<file path="config.mk">
export PLATFORM = sky130hd
export DESIGN_NAME = traffic_phase_controller
export DESIGN_NICKNAME = d
export VERILOG_FILES = /design/src/rtl/traffic_phase_controller_pkg.sv /design/src/rtl/traffic_phase_controller_request_latch.sv /design/src/rtl/traffic_phase_controller.sv
export SDC_FILE = /design/constraint.sdc
export NUM_CORES = 1
export LEC_CHECK = 0
export CORE_MARGIN = 5
export CORE_UTILIZATION = 50
export CTS_BUF_LIST = sky130_fd_sc_hd__clkbuf_2 sky130_fd_sc_hd__clkbuf_4 sky130_fd_sc_hd__clkbuf_8
export CTS_CLUSTER_DIAMETER = 50
export DETAILED_ROUTE_END_ITERATION = 16
export GPL_ROUTABILITY_DRIVEN = 1
export GPL_TIMING_DRIVEN = 0
export PLACE_DENSITY_LB_ADDON = 0.3
export SYNTH_ARGS = -nofsm -noshare
export SYNTH_HDL_FRONTEND = slang
export SYNTH_HIERARCHICAL = 1
export SYNTH_SLANG_ARGS = --single-unit
</file>
<file path="constraint.sdc">
create_clock -name clock -period 1.85 [get_ports clock]
set_input_delay 0.2775 -clock clock [delete_from_list [all_inputs] [get_ports clock]]
set_output_delay 0.2775 -clock clock [all_outputs]
set_load 0.03 [all_outputs]
</file>
<file path="src/rtl/traffic_phase_controller_pkg.sv">
// Shared encodings and default phase times for the two-road intersection sequencer.
package traffic_phase_controller_pkg;

  localparam logic [2:0] S_MAIN_GREEN  = 3'd0;
  localparam logic [2:0] S_MAIN_YELLOW = 3'd1;
  localparam logic [2:0] S_ALL_RED_A   = 3'd2;
  localparam logic [2:0] S_WALK        = 3'd3;
  localparam logic [2:0] S_SIDE_GREEN  = 3'd4;
  localparam logic [2:0] S_SIDE_YELLOW = 3'd5;
  localparam logic [2:0] S_ALL_RED_B   = 3'd6;
  localparam logic [2:0] S_NIGHT       = 3'd7;

  localparam logic [2:0] LAMP_RED = 3'b100;
  localparam logic [2:0] LAMP_YEL = 3'b010;
  localparam logic [2:0] LAMP_GRN = 3'b001;
  localparam logic [2:0] LAMP_OFF = 3'b000;

  localparam int DEF_T_MAIN_GREEN = 6;
  localparam int DEF_T_SIDE_GREEN = 4;
  localparam int DEF_T_YELLOW     = 2;
  localparam int DEF_T_ALL_RED    = 1;
  localparam int DEF_T_WALK       = 5;
  localparam int DEF_T_NIGHT      = 15;

  // Out-of-range phase times are clamped to 1 s so the timer load always fits 4 bits.
  function automatic logic [3:0] phase_time(input int t);
    if (t < 1 || t > 15) return 4'd1;
    return t[3:0];
  endfunction

endpackage

</file>
<file path="src/rtl/traffic_phase_controller_request_latch.sv">
// Side-road and pedestrian request flags; a set on the same edge as a clear wins.
module phase_request_latch (
  input  logic clock,
  input  logic reset,
  input  logic side_set,
  input  logic side_clr,
  input  logic walk_set,
  input  logic walk_clr,
  input  logic flush,
  output logic side_pend,
  output logic walk_pend
);

  // flush (night entry) drops every outstanding request, even one arriving that cycle.
  always_ff @(posedge clock) begin
    if (reset || flush) begin
      side_pend <= 1'b0;
      walk_pend <= 1'b0;
    end else begin
      side_pend <= side_set | (side_pend & ~side_clr);
      walk_pend <= walk_set | (walk_pend & ~walk_clr);
    end
  end

endmodule

</file>
<file path="src/rtl/traffic_phase_controller.sv">
// Intersection phase sequencer: starts the countdown timer on every phase entry
// and advances on accepted expiry; drives registered lamp outputs.
//
// state         | meaning
// MAIN_GREEN    | main road green, held until a request is pending
// MAIN_YELLOW   | main road yellow
// ALL_RED_A     | clearance before walk / side green
// WALK          | pedestrian walk lamp, all vehicles red
// SIDE_GREEN    | side road green
// SIDE_YELLOW   | side road yellow
// ALL_RED_B     | clearance before main green; also reset / boot state
// NIGHT         | flashing yellow main / red side
module traffic_phase_controller
  import traffic_phase_controller_pkg::*;
#(
  parameter int T_MAIN_GREEN = DEF_T_MAIN_GREEN,
  parameter int T_SIDE_GREEN = DEF_T_SIDE_GREEN,
  parameter int T_YELLOW     = DEF_T_YELLOW,
  parameter int T_ALL_RED    = DEF_T_ALL_RED,
  parameter int T_WALK       = DEF_T_WALK,
  parameter int T_NIGHT      = DEF_T_NIGHT
) (
  input  logic       clock,
  input  logic       reset,
  input  logic       expired,
  input  logic       two_hz_enable,
  input  logic       side_sensor,
  input  logic       walk_req,
  input  logic       night_mode,
  output logic       start_timer,
  output logic [3:0] value,
  output logic [2:0] main_light,
  output logic [2:0] side_light,
  output logic       walk_light,
  output logic [2:0] state_dbg
);

  localparam logic [3:0] TV_MAIN_GREEN = phase_time(T_MAIN_GREEN);
  localparam logic [3:0] TV_SIDE_GREEN = phase_time(T_SIDE_GREEN);
  localparam logic [3:0] TV_YELLOW     = phase_time(T_YELLOW);
  localparam logic [3:0] TV_ALL_RED    = phase_time(T_ALL_RED);
  localparam logic [3:0] TV_WALK       = phase_time(T_WALK);
  localparam logic [3:0] TV_NIGHT      = phase_time(T_NIGHT);

  logic [2:0] state;
  logic [2:0] nxt_state;
  logic       boot;
  logic       flash;
  logic       nxt_flash;
  logic       do_start;
  logic       flush;
  logic       accept;
  logic       side_pend;
  logic       walk_pend;
  logic [3:0] nxt_value;
  logic [2:0] nxt_main;
  logic [2:0] nxt_side;

  phase_request_latch u_req (
    .clock     (clock),
    .reset     (reset),
    .side_set  (side_sensor && (state != S_NIGHT)),
    .side_clr  (do_start && (nxt_state == S_SIDE_GREEN)),
    .walk_set  (walk_req && (state != S_NIGHT)),
    .walk_clr  (do_start && (nxt_state == S_WALK)),
    .flush     (flush),
    .side_pend (side_pend),
    .walk_pend (walk_pend)
  );

  // expired still reads 1 during the start cycle (timer has not reloaded yet), so it is masked.
  always_comb begin
    accept    = expired && !start_timer && !boot;
    nxt_state = state;
    do_start  = 1'b0;
    flush     = 1'b0;
    if (boot) begin
      do_start = 1'b1;
    end else if (state == S_NIGHT) begin
      if (!start_timer && !night_mode) begin
        nxt_state = S_ALL_RED_B;
        do_start  = 1'b1;
      end else if (accept) begin
        do_start = 1'b1;
      end
    end else if (accept) begin
      if (night_mode) begin
        nxt_state = S_NIGHT;
        flush     = 1'b1;
      end else begin
        case (state)
          S_MAIN_GREEN:  if (side_pend || walk_pend) nxt_state = S_MAIN_YELLOW;
          S_MAIN_YELLOW: nxt_state = S_ALL_RED_A;
          S_ALL_RED_A:   nxt_state = walk_pend ? S_WALK : S_SIDE_GREEN;
          S_WALK:        nxt_state = side_pend ? S_SIDE_GREEN : S_ALL_RED_B;
          S_SIDE_GREEN:  nxt_state = S_SIDE_YELLOW;
          S_SIDE_YELLOW: nxt_state = S_ALL_RED_B;
          S_ALL_RED_B:   nxt_state = S_MAIN_GREEN;
          default:       nxt_state = state;
        endcase
      end
      do_start = (nxt_state != state);
    end
  end

  always_comb begin
    nxt_flash = flash;
    if (flush) nxt_flash = 1'b0;
    else if (state == S_NIGHT && nxt_state == S_NIGHT && two_hz_enable) nxt_flash = ~flash;
  end

  always_comb begin
    nxt_value = TV_ALL_RED;
    case (nxt_state)
      S_MAIN_GREEN:  nxt_value = TV_MAIN_GREEN;
      S_MAIN_YELLOW: nxt_value = TV_YELLOW;
      S_WALK:        nxt_value = TV_WALK;
      S_SIDE_GREEN:  nxt_value = TV_SIDE_GREEN;
      S_SIDE_YELLOW: nxt_value = TV_YELLOW;
      S_NIGHT:       nxt_value = TV_NIGHT;
      default:       nxt_value = TV_ALL_RED;
    endcase
  end

  always_comb begin
    nxt_main = LAMP_RED;
    nxt_side = LAMP_RED;
    case (nxt_state)
      S_MAIN_GREEN:  nxt_main = LAMP_GRN;
      S_MAIN_YELLOW: nxt_main = LAMP_YEL;
      S_SIDE_GREEN:  nxt_side = LAMP_GRN;
      S_SIDE_YELLOW: nxt_side = LAMP_YEL;
      S_NIGHT: begin
        nxt_main = nxt_flash ? LAMP_YEL : LAMP_OFF;
        nxt_side = nxt_flash ? LAMP_RED : LAMP_OFF;
      end
      default: begin
        nxt_main = LAMP_RED;
        nxt_side = LAMP_RED;
      end
    endcase
  end

  always_ff @(posedge clock) begin
    if (reset) begin
      state       <= S_ALL_RED_B;
      start_timer <= 1'b0;
      value       <= 4'd0;
      main_light  <= LAMP_RED;
      side_light  <= LAMP_RED;
      walk_light  <= 1'b0;
      flash       <= 1'b0;
      boot        <= 1'b1;
    end else begin
      state       <= nxt_state;
      start_timer <= do_start;
      if (do_start) value <= nxt_value;
      main_light  <= nxt_main;
      side_light  <= nxt_side;
      walk_light  <= (nxt_state == S_WALK);
      flash       <= nxt_flash;
      boot        <= 1'b0;
    end
  end

  assign state_dbg = state;

endmodule

</file>
==> run summary <==
========================================================================================
Area inside the core boundary                                                   1730 um2
Largest net degree at the start of global routing                                     12
Initial antenna violation count                                                        0
Footprint of the multi-input gates                                               503 um2
Total of hold buffers inserted after clock tree synthesis                              0
PortBufs                                                                              20
Total of endpoints with negative setup slack in the final report                       0
Sequential cell area fraction in the yosys report                                  41.7%
Outcome                                                                     finished clean
Setup slack at placement                                                       -0.394 ns
Power density over the cells                                                  719 nW/um2
Ordered cell list for the critical path                                     clkdlybuf4s50_1 -> or3b_4 -> o22ai_4 -> nand2_1 -> nor3_1 -> nand2b_1 -> a21oi_1
Initial drt markers                                                                   18
Number of instances in the synthesized netlist                                       101
Clock period minus final worst setup slack                                       1.83 ns
Final-layout fill cell count                                                         145
Largest buffer count on any clock path                                                 2
Fraction of layout instances using a drive strength above 1                        23.4%
Mapped Nets                                                                          108
Slack of the critical path                                                     0.0217 ns
CP Data Required Time                                                            2.04 ns
Largest incremental delay on the critical path                                   0.52 ns
DRC Markers                                                                            0
Max VDD drop                                                                      571 uV
DP Wirelength                                                                    1550 um
Number of synthesized flops with an enable pin                                         0
Leakage power of the design                                                     0.481 nW
Largest cells by area after synthesis                                       sky130_fd_sc_hd__dfxtp_1 42%, sky130_fd_sc_hd__a21oi_1 3.8%, sky130_fd_sc_hd__nor3_1 3.3%
Top cell types by occurrence after synthesis                                19 x sky130_fd_sc_hd__dfxtp_1, 8 x sky130_fd_sc_hd__nor2_1, 7 x sky130_fd_sc_hd__a21oi_1, 7 x sky130_fd_sc_hd__inv_1, 6 x sky130_fd_sc_hd__nor3_1
Sequential cell area                                                             380 um2
Post-synthesis async set-or-reset flop share                                          0%
Library cell used as clock root buffer                                      sky130_fd_sc_hd__clkbuf_4
Sum of routed wire length over all layers                                        2140 um
Worst Setup End Kind                                                                flop
Type of element launching the critical path                                 primary input
Cell with the most instances after synthesis                                sky130_fd_sc_hd__dfxtp_1
Number of register bits inferred by synthesis                                         19
Fraction of synthesized cell area taken by the top area cell type                  41.7%
Slew at the pin with the worst max-slew slack                                   0.397 ns
Hold Crit Start                                                               night_mode
Area of all placed cells without fillers                                        1240 um2
Number of buffers created by CTS                                                       3
N_diodes                                                                               0
Cell area after synthesis                                                        912 um2
Critical-path cell with the highest stage delay                             sky130_fd_sc_hd__clkdlybuf4s50_1
Die Outline Area                                                                2780 um2
Synth-to-layout area growth                                                        35.7%
Total number of clock tree sinks                                                      19
Worst reg2reg startpoint                                                    state_dbg[2]
Clock insertion delay at the later pin of the skew report                        0.29 ns
Initial core utilization                                                           52.8%
Number of levels the H-tree was split into                                             1
Post-DP Area                                                                    1140 um2
Final global-route overflow total                                                      0
Fin Setup TNS                                                                       0 ns
Fin util                                                                           71.7%
Min-delay worst type                                                           in -> reg
Number of ports placed on the die boundary                                            22
Max-cap violation count                                                                0
Final Net Count                                                                      136
Clock-pin slew on the worst setup and hold paths                                 0.11 ns
End of the worst register-to-register path                                  u_req/side_pend
Placement row count                                                                   15
Final Hold Vio Count                                                                   0
Headroom to the max-slew limit                                                     73.5%
Clock tree from TritonCTS                                                          built
Hold Path Cell Cnt                                                                     4
Antenna-violating nets left                                                            0
Top FF cell, synth                                                          sky130_fd_sc_hd__dfxtp_1
Global-route wire length before repair                                           3620 um
Count of pins over their slew limit                                                    0
Cell taking the most area after synthesis                                   sky130_fd_sc_hd__dfxtp_1
First-pass DRT Iterations                                                              4
Number of vias in the routed layout                                                  818
FF-to-FF path depth                                                                    9
Peak clock frequency supported by timing                                       0.547 GHz
Global router's overall resource usage                                             17.4%
Final weighted congestion in routability-driven placement                          0.863
Avg Synthesized Cell Area                                                       9.03 um2
Total power consumption of the routed design                                    0.890 mW
DIE WIDTH                                                                        52.7 um
Vias in the first global route                                                       836
Register-to-register setup slack                                                 0.06 ns
Number of vias per cell                                                             5.35
Wire per inst                                                                    14.0 um
Unique masters post-synth                                                             40
Setup repair after global routing missed its margin                                 true
Destination of the worst hold path                                          u_req/side_pend
Worst Skew                                                                    0.00757 ns
Signal arrival time at the worst endpoint                                        2.02 ns
Setup Crit Path Kind                                                           in -> reg
CP max FO                                                                              9
Warnings from Yosys                                                                    6
Vertical extent of the die                                                       52.7 um
Portion of the clock cycle consumed by the worst path in the final layout          98.8%
========================================================================================
metrics by stage:
| step | cells | hold slack (ns) |
|---|---|---|
| detailed placement | 146 | 0.487 |
| global route | 153 | 0.483 |
| floorplan | 101 | 0.305 |
| finish | 153 | 0.488 |
| CTS | 153 | 0.455 |
| global placement | 146 | 0.476 |
worst max path at each step:
stage,startpoint,to,slack [ns],depth (start not counted)
floorplan,state_dbg[1],u_req/walk_pend,0.04,8
global placement,expired,u_req/walk_pend,-0.33,8
detailed placement,expired,u_req/walk_pend,-0.39,8
CTS,state_dbg[2],u_req/side_pend,0.003,9
global route,state_dbg[2],u_req/side_pend,-0.03,9
finish,expired,u_req/walk_pend,0.02,7
cells in the final DEF (no fill, tap or decap), types with 2 or more instances in the layout:
cell type / n
sky130_fd_sc_hd__dfxtp_1: 19
sky130_fd_sc_hd__nor4_1: 2
sky130_fd_sc_hd__buf_4: 5
sky130_fd_sc_hd__o21ai_0: 3
sky130_fd_sc_hd__nand2b_1: 4
sky130_fd_sc_hd__clkbuf_8: 2
sky130_fd_sc_hd__a21boi_0: 2
sky130_fd_sc_hd__clkbuf_4: 3
sky130_fd_sc_hd__nor3_1: 4
sky130_fd_sc_hd__nand3b_1: 3
sky130_fd_sc_hd__clkdlybuf4s50_1: 20
sky130_fd_sc_hd__nand2_1: 4
sky130_fd_sc_hd__nor2_1: 8
sky130_fd_sc_hd__or2_2: 3
sky130_fd_sc_hd__a21oi_1: 7
sky130_fd_sc_hd__inv_1: 7
sky130_fd_sc_hd__nand3_1: 3
sky130_fd_sc_hd__and2_1: 2
sky130_fd_sc_hd__nor3_2: 2
cell families after synthesis:
| family | synth area share [%] |
|---|---|
| XOR/XNOR | 0.960 |
| buffers and inverters | 7.96 |
| AND/OR/NAND/NOR | 28.1 |
| AO/OA/AOI/OAI | 21.3 |
| flip-flops | 41.7 |
area by class of cell:
type / count / share of cell area [%]
Multi-Input combinational cell: 70 / 40.6
Clock inverter: 1 / 0.404
Timing Repair Buffer: 23 / 18.0
Clock buffer: 3 / 1.82
Sequential cell: 19 / 30.7
Buffer: 5 / 3.74
Inverter: 7 / 2.12
Tap cell: 25 / 2.53
power breakdown:
group          internal (mW)  switching, mW
logic                  0.105          0.131
registers              0.434         0.0179
clock network         0.0803          0.123
critical path: cells and delay by family:
kind | cells | cell delay (ns)
buffers and inverters | 1 | 0.52
AOI/OAI and AO/OA | 2 | 0.40
and+or+nand+nor | 4 | 0.81
metal layers:
layer / up-vias / GRT usage [%] / wire (um)
met2: 21 / 27.9 / 1010
met3: 4 / 3.99 / 75
met5: - / 0 / 0
met4: 0 / 8.09 / 28
li1: 407 / - / -
met1: 386 / 21.8 / 1030
timing repair:
action	in CTS	in global routing
gates cloned	0	0
gates resized for setup	1	7
setup buffers	3	0
endpoints found under the setup margin	5	8
pin swaps	1	0
flip-flops by register name (all words and copies together) (netlist names), 3 cells and up:
name and count:
side_light 3, main_light 3, value 4, state_dbg 3
No activity file was read; power rests on OpenSTA's default activity.
